==> src/rtl/piccolo_pkg.sv <==
// Shared constants and GF(2^4) helpers for the Piccolo diffusion datapath.
// Field polynomial is x^4+x+1; matrix coefficients are only ever 1, 2 or 3.
package piccolo_pkg;

  localparam logic MODE_M = 1'b0;
  localparam logic MODE_F = 1'b1;

  typedef enum logic [1:0] {
    IDLE = 2'd0,
    BUSY = 2'd1,
    DONE = 2'd2
  } state_e;

  localparam logic [3:0] SBOX [16] = '{
    4'he, 4'h4, 4'hb, 4'h2, 4'h3, 4'h8, 4'h0, 4'h9,
    4'h1, 4'ha, 4'h7, 4'hf, 4'h6, 4'hc, 4'h5, 4'hd
  };

  localparam logic [3:0] M_ROW [4][4] = '{
    '{4'd2, 4'd3, 4'd1, 4'd1},
    '{4'd1, 4'd2, 4'd3, 4'd1},
    '{4'd1, 4'd1, 4'd2, 4'd3},
    '{4'd3, 4'd1, 4'd1, 4'd2}
  };

  function automatic logic [3:0] gf16_mul2(input logic [3:0] x);
    return {x[2:0], 1'b0} ^ (x[3] ? 4'h3 : 4'h0);
  endfunction

  function automatic logic [3:0] gf16_mul(input logic [3:0] coef, input logic [3:0] x);
    logic [3:0] r;
    case (coef)
      4'd1:    r = x;
      4'd2:    r = gf16_mul2(x);
      4'd3:    r = gf16_mul2(x) ^ x;
      default: r = 4'h0;
    endcase
    return r;
  endfunction

  function automatic logic [15:0] sbox_word(input logic [15:0] w);
    logic [15:0] r;
    r = '0;
    for (int n = 0; n < 4; n++) begin
      r[4*n +: 4] = SBOX[w[4*n +: 4]];
    end
    return r;
  endfunction

endpackage

==> src/rtl/piccolo_row_unit.sv <==
// One row of the Piccolo matrix applied to a 16-bit word (nibble x0 in bits 15:12).
module piccolo_row_unit
  import piccolo_pkg::*;
(
  input  logic [15:0] word,
  input  logic [1:0]  row,
  output logic [3:0]  y_row
);

  always_comb begin
    y_row = 4'h0;
    for (int j = 0; j < 4; j++) begin
      y_row = y_row ^ gf16_mul(M_ROW[row][j], word[12-4*j +: 4]);
    end
  end

endmodule

==> src/rtl/piccolo_diffusion_engine.sv <==
// Handshaked Piccolo diffusion engine: M*A or S(M(S(A))) on LANES independent 16-bit words.
// Rows are computed one per cycle (SERIAL=1) or all at once (SERIAL=0) from a latched word.
module piccolo_diffusion_engine
  import piccolo_pkg::*;
#(
  parameter int LANES  = 2,
  parameter int SERIAL = 1
) (
  input  logic                clk,
  input  logic                rst_n,
  input  logic                in_valid,
  output logic                in_ready,
  input  logic                in_mode,
  input  logic [16*LANES-1:0] in_data,
  output logic                out_valid,
  input  logic                out_ready,
  output logic [16*LANES-1:0] out_data,
  output state_e              dbg_state
);

  localparam int W = 16 * LANES;

  state_e       state_q, state_d;
  logic [1:0]   cnt_q, cnt_d;
  logic         mode_q;
  logic [W-1:0] latch_q, latch_d;
  logic [W-1:0] out_q, out_d;
  logic         accept;
  logic [3:0]   y_ser [LANES];
  logic [3:0]   y_par [LANES][4];

  // Handshake: a transfer happens on a posedge where valid and ready are both high;
  // in_ready is high only in IDLE, out_valid only in DONE, and out_data is held until taken.
  assign in_ready  = (state_q == IDLE);
  assign out_valid = (state_q == DONE);
  assign accept    = in_ready && in_valid;
  assign out_data  = out_q;
  assign dbg_state = state_q;

  // Mode F stores S(A) so every row reads the same stable substituted word.
  always_comb begin
    latch_d = in_data;
    if (in_mode == MODE_F) begin
      for (int l = 0; l < LANES; l++) begin
        latch_d[16*l +: 16] = sbox_word(in_data[16*l +: 16]);
      end
    end
  end

  for (genvar l = 0; l < LANES; l++) begin : g_lane
    if (SERIAL != 0) begin : g_ser
      piccolo_row_unit u_row (
        .word  (latch_q[16*l +: 16]),
        .row   (cnt_q),
        .y_row (y_ser[l])
      );
      for (genvar r = 0; r < 4; r++) begin : g_tie
        assign y_par[l][r] = 4'h0;
      end
    end else begin : g_par
      for (genvar r = 0; r < 4; r++) begin : g_row
        piccolo_row_unit u_row (
          .word  (latch_q[16*l +: 16]),
          .row   (2'(r)),
          .y_row (y_par[l][r])
        );
      end
      assign y_ser[l] = 4'h0;
    end
  end

  always_comb begin
    out_d = out_q;
    for (int l = 0; l < LANES; l++) begin
      if (SERIAL != 0) begin
        out_d[16*l + 12 - 4*int'(cnt_q) +: 4] =
          (mode_q == MODE_F) ? SBOX[y_ser[l]] : y_ser[l];
      end else begin
        for (int r = 0; r < 4; r++) begin
          out_d[16*l + 12 - 4*r +: 4] =
            (mode_q == MODE_F) ? SBOX[y_par[l][r]] : y_par[l][r];
        end
      end
    end
  end

  // The parallel build still spends one BUSY cycle computing from the latch.
  always_comb begin
    state_d = state_q;
    cnt_d   = cnt_q;
    case (state_q)
      IDLE: begin
        if (in_valid) state_d = BUSY;
      end
      BUSY: begin
        if (SERIAL != 0) begin
          if (cnt_q == 2'd3) begin
            state_d = DONE;
            cnt_d   = 2'd0;
          end else begin
            cnt_d = 2'(cnt_q + 2'd1);
          end
        end else begin
          state_d = DONE;
        end
      end
      DONE: begin
        if (out_ready) state_d = IDLE;
      end
      default: state_d = IDLE;
    endcase
  end

  always_ff @(posedge clk) begin
    if (!rst_n) begin
      state_q <= IDLE;
      cnt_q   <= 2'd0;
      mode_q  <= MODE_M;
      latch_q <= '0;
      out_q   <= '0;
    end else begin
      state_q <= state_d;
      cnt_q   <= cnt_d;
      if (accept) begin
        latch_q <= latch_d;
        mode_q  <= in_mode;
      end
      if (state_q == BUSY) out_q <= out_d;
    end
  end

endmodule

==> config.mk <==
export PLATFORM = sky130hd
export DESIGN_NAME = piccolo_diffusion_engine
export DESIGN_NICKNAME = d
export VERILOG_FILES = /design/src/rtl/piccolo_pkg.sv /design/src/rtl/piccolo_row_unit.sv /design/src/rtl/piccolo_diffusion_engine.sv
export SDC_FILE = /design/constraint.sdc
export NUM_CORES = 1
export LEC_CHECK = 0
export CAP_MARGIN = 20
export CORE_MARGIN = 4
export CORE_UTILIZATION = 63
export CTS_BUF_LIST = sky130_fd_sc_hd__clkbuf_4 sky130_fd_sc_hd__clkbuf_8
export CTS_CLUSTER_DIAMETER = 40
export DETAILED_ROUTE_END_ITERATION = 10
export PLACE_DENSITY = 0.95
export SLEW_MARGIN = 20
export SYNTH_ARGS = -nofsm -noshare
export SYNTH_HDL_FRONTEND = slang
export SYNTH_SLANG_ARGS = --single-unit
==> constraint.sdc <==
create_clock -name clk -period 8.3 [get_ports clk]
set_clock_uncertainty 0.2 [all_clocks]
set_input_delay 2.49 -clock clk [delete_from_list [all_inputs] [get_ports clk]]
set_output_delay 2.49 -clock clk [all_outputs]
set_load 0.005 [all_outputs]
==> metrics.md <==
| Metric | Value |
|---|---|
| Count of synthesis-stage warnings from yosys | 0 |
| Cell-internal power | 0.697 mW |
| Final number of max-transition violations | 0 |
| Fraction of final layout cells with drive strength greater than 1 | 0.0719 |
| Launch instance of the worst register-to-register path | cnt_q[1] |
| Clock root buffer master | clkbuf_8 |
| Power share of the combinational group | 0.453 |
| Area of the die | 11500 µm² |
| Net switching power of the design | 0.505 mW |
| Commonest non-fill, non-tap cell in the layout | o21ai_0 |
| Combined global-route utilization of all metal layers | 0.292 |
| Vertical die dimension | 107 µm |
| Result of the run | finished, final reports clean |
| Max VDD drop | 0.0000923 V |
| Area grow syn2layout | 13.6% |
| Cells on Worst Hold Path | 2 |
| Worst-Margin Slew | 1.11 ns |
| First-pass iteration count of the detailed router | 6 |
| Vias post-DR | 6238 |
| Maximum Capacitance Violations | 0 |
| Core Region | 9420 µm² |
| Hold Path Class | reg2reg |
| H-tree level count | 3 |
| Maximum operating frequency | 0.192 GHz |
| CP dominant cell by count | ha_1 |
| Power density cells | 171 nW/µm² |
| Number of buffers inserted for hold repair after clock tree synthesis | 0 |
| Buffers inserted by post-CTS timing repair | 0 |
| Number of filler instances in the final layout | 665 |
| Gate family responsible for the most delay along the worst path | adder cells |
| DR DRC count | 0 |
| Syn nets | 874 |
| WP data arrival | 5.27 ns |
| Share of synthesized area occupied by flip-flops and latches | 0.223 |
| Post-place setup slack | 3.26 ns |
| Worst reg2reg endpoint | out_data[8] |
| Worst hold start | out_data[16] |
| Yosys top cell by area | dfxtp_1 |
| Setup TNS | 0 ns |
| Final critical-path setup slack | 3.09 ns |
| Tmin final | 5.21 ns |
| Internal reg-to-reg setup slack | 3.09 ns |
| Quantity of I/O buffers inserted on ports | 72 |
| Highest cell delay on the worst timing path | 1.08 ns |
| Clock tree from TritonCTS | yes |
| Top cells by area, synth | dfxtp_1 (22%), ha_1 (9.1%), o21ai_0 (7.4%) |
| CP Launch Type | flop |
| Number of flops mapped to enable cells by yosys | 0 |
| Top-level port count | 73 |
| Post-synthesis cell type count | 75 |
| Global-route wire length before repair | 27.7 mm |
| Horizontal die dimension | 107 µm |
| Setup repair after global routing missed its margin | false |
| Hold Path Sink | out_data[16] |
| Total congestion overflow after global routing | 0 |
| Gp weighted congestion | 1.03 |
| Total Power | 1.20 mW |
| # nets final | 913 |
| Number of antenna violations at the first check in global routing | 0 |
| Depth of the worst register-to-register path | 12 |
| Number of failing hold endpoints at the final stage | 0 |
| Drt initial violations | 506 |
| Half-perimeter wire length of the detailed placement result | 12.1 mm |
| Register clock-pin slew on the reported worst setup and hold paths | 0.09 ns |
| Setup Crit Path Kind | reg2reg |
| Pin count of the biggest net entering global routing | 72 |
| Most frequent cells in the layout | o21ai_0 (92), clkdlybuf4s50_1 (72), dfxtp_1 (69) |
| Number of clock sinks | 69 |
| Crit share post-route | 0.627 |
| Synthesized flop and latch total | 69 |
| CTS Buf Count | 9 |
| Normalized max-slew margin | 0.262 |
| Clock buffer depth | 2 |
| Worst setup path start | cnt_q[1] |
| Static leakage power | 2.71 nW |
| Data required time of the critical path | 8.36 ns |
| Worst-Skew Late Latency | 0.36 ns |
| Number of gates resized after cts | 0 |
| Most used DFF post-synth | dfxtp_1 |
| Area share of the leading cell type in the synthesized netlist | 0.223 |
| Detailed-route wire length | 16.7 mm |
| Clock network power share | 0.231 |
| Remaining antenna violation count | 0 |
| Effective utilization at floorplan | 0.658 |
| Crit path buf inv count | 2 |
| Proportion of synthesized flip-flops having asynchronous set or reset | 0 |
| Ant. Diodes | 0 |
| Mean cell area of the mapped netlist | 7.83 µm² |
| Critical Path Sink Type | flop |
| Sw Share | 0.420 |
| Seq pwr share | 0.316 |
| Hold slack final | 0.258 ns |
| Std cell rows | 35 |
| Number of endpoints failing setup at the final stage | 0 |
| Final core occ | 0.748 |
| Ordered cell list for the critical path | inv_2, ha_1, nand2_1, o221a_2, xor2_1, xnor2_1, inv_1, ha_1, mux2_2, mux2i_4, a21oi_1, a221o_1 |
| Cells after Synth | 792 |
| Slowest-stage cell, CP | ha_1 |
| Via count of the first global-routing pass | 5945 |
| Cell area after synthesis | 6200 µm² |
| Via density per instance | 6.47 |
| Average wire per cell in the routed design | 17.3 µm |
| Worst-path maximum fanout | 34 |
tightest hold or removal path: cells and delay by family, from the launching register on:
family             cells  cell delay [ns]
AOI/OAI and AO/OA      1             0.05
DFF                    1             0.32
and+or+nand+nor        1             0.05
how the worst max path moves through the flow:
stage               depth (start not counted)  slack [ns]          end
floorplan                                  15        4.36  out_data[8]
global placement                           12        3.45  out_data[8]
detailed placement                         12        3.26  out_data[8]
CTS                                        12        3.23  out_data[8]
global route                               12        2.81  out_data[8]
finish                                     12        3.09  out_data[8]
flip-flops by register name, indices dropped and copies added (netlist names):
name       count
mode_q         1
latch_q       32
cnt_q          2
dbg_state      2
out_data      32
cells in the mapped netlist (12+ instances only):
library cell	n
dfxtp_1	69
a31oi_1	32
nor2_1	25
and2_1	29
a21boi_0	13
a22oi_1	14
nand2_1	67
nor2b_1	22
a21oi_1	47
o211ai_1	26
inv_1	44
xor2_1	12
nor3_1	32
clkbuf_1	28
ha_1	45
o21ai_0	92
cell type report:
| type | instances | area [µm²] | area share |
|---|---|---|---|
| well taps | 129 | 161 | 0.0229 |
| flip-flops and latches | 69 | 1380 | 0.196 |
| inverters | 48 | 180 | 0.0256 |
| repair buffers | 75 | 743 | 0.105 |
| multi-input cells | 628 | 4390 | 0.623 |
| clock buffers | 9 | 124 | 0.0176 |
| clock inverters | 6 | 63.8 | 0.00906 |
power groups by stage:
stage / Sequential (mW) / Clock [mW] / Combinational [mW]
5_1_grt: 0.383 / 0.292 / 0.591
3_5_place_dp: 0.385 / 0 / 0.529
3_3_place_gp: 0.384 / 0 / 0.497
4_1_cts: 0.378 / 0.276 / 0.533
6_report: 0.379 / 0.278 / 0.545
2_1_floorplan: 0.374 / 0 / 0.402
kinds of logic after synthesis:
family	after synthesis	share of synthesized area
AOI/OAI and AO/OA	298	0.316
and+or+nand+nor	239	0.205
buffers and inverters	95	0.0688
DFF	69	0.223
adders and majority gates	45	0.0908
xor gates and xnor gates	31	0.0565
muxes	15	0.0396
stage by stage:
| step | cells | cell area (µm²) |
|---|---|---|
| after detailed placement | 949 | 6860 |
| after floorplan | 792 | 6200 |
| after CTS | 964 | 7050 |
| after global placement | 949 | 6860 |
| after global routing | 964 | 7050 |
| final | 964 | 7050 |
per-layer routing:
metal,global-route usage,part of all wire,vias to the layer above
met2,0.500,0.49,316
met4,0.136,0.030,0
met1,0.360,0.40,2912
met3,0.0421,0.075,57
met5,0,0,-
li1,-,-,2953
Note: power is estimated with default switching activity, not from simulation.
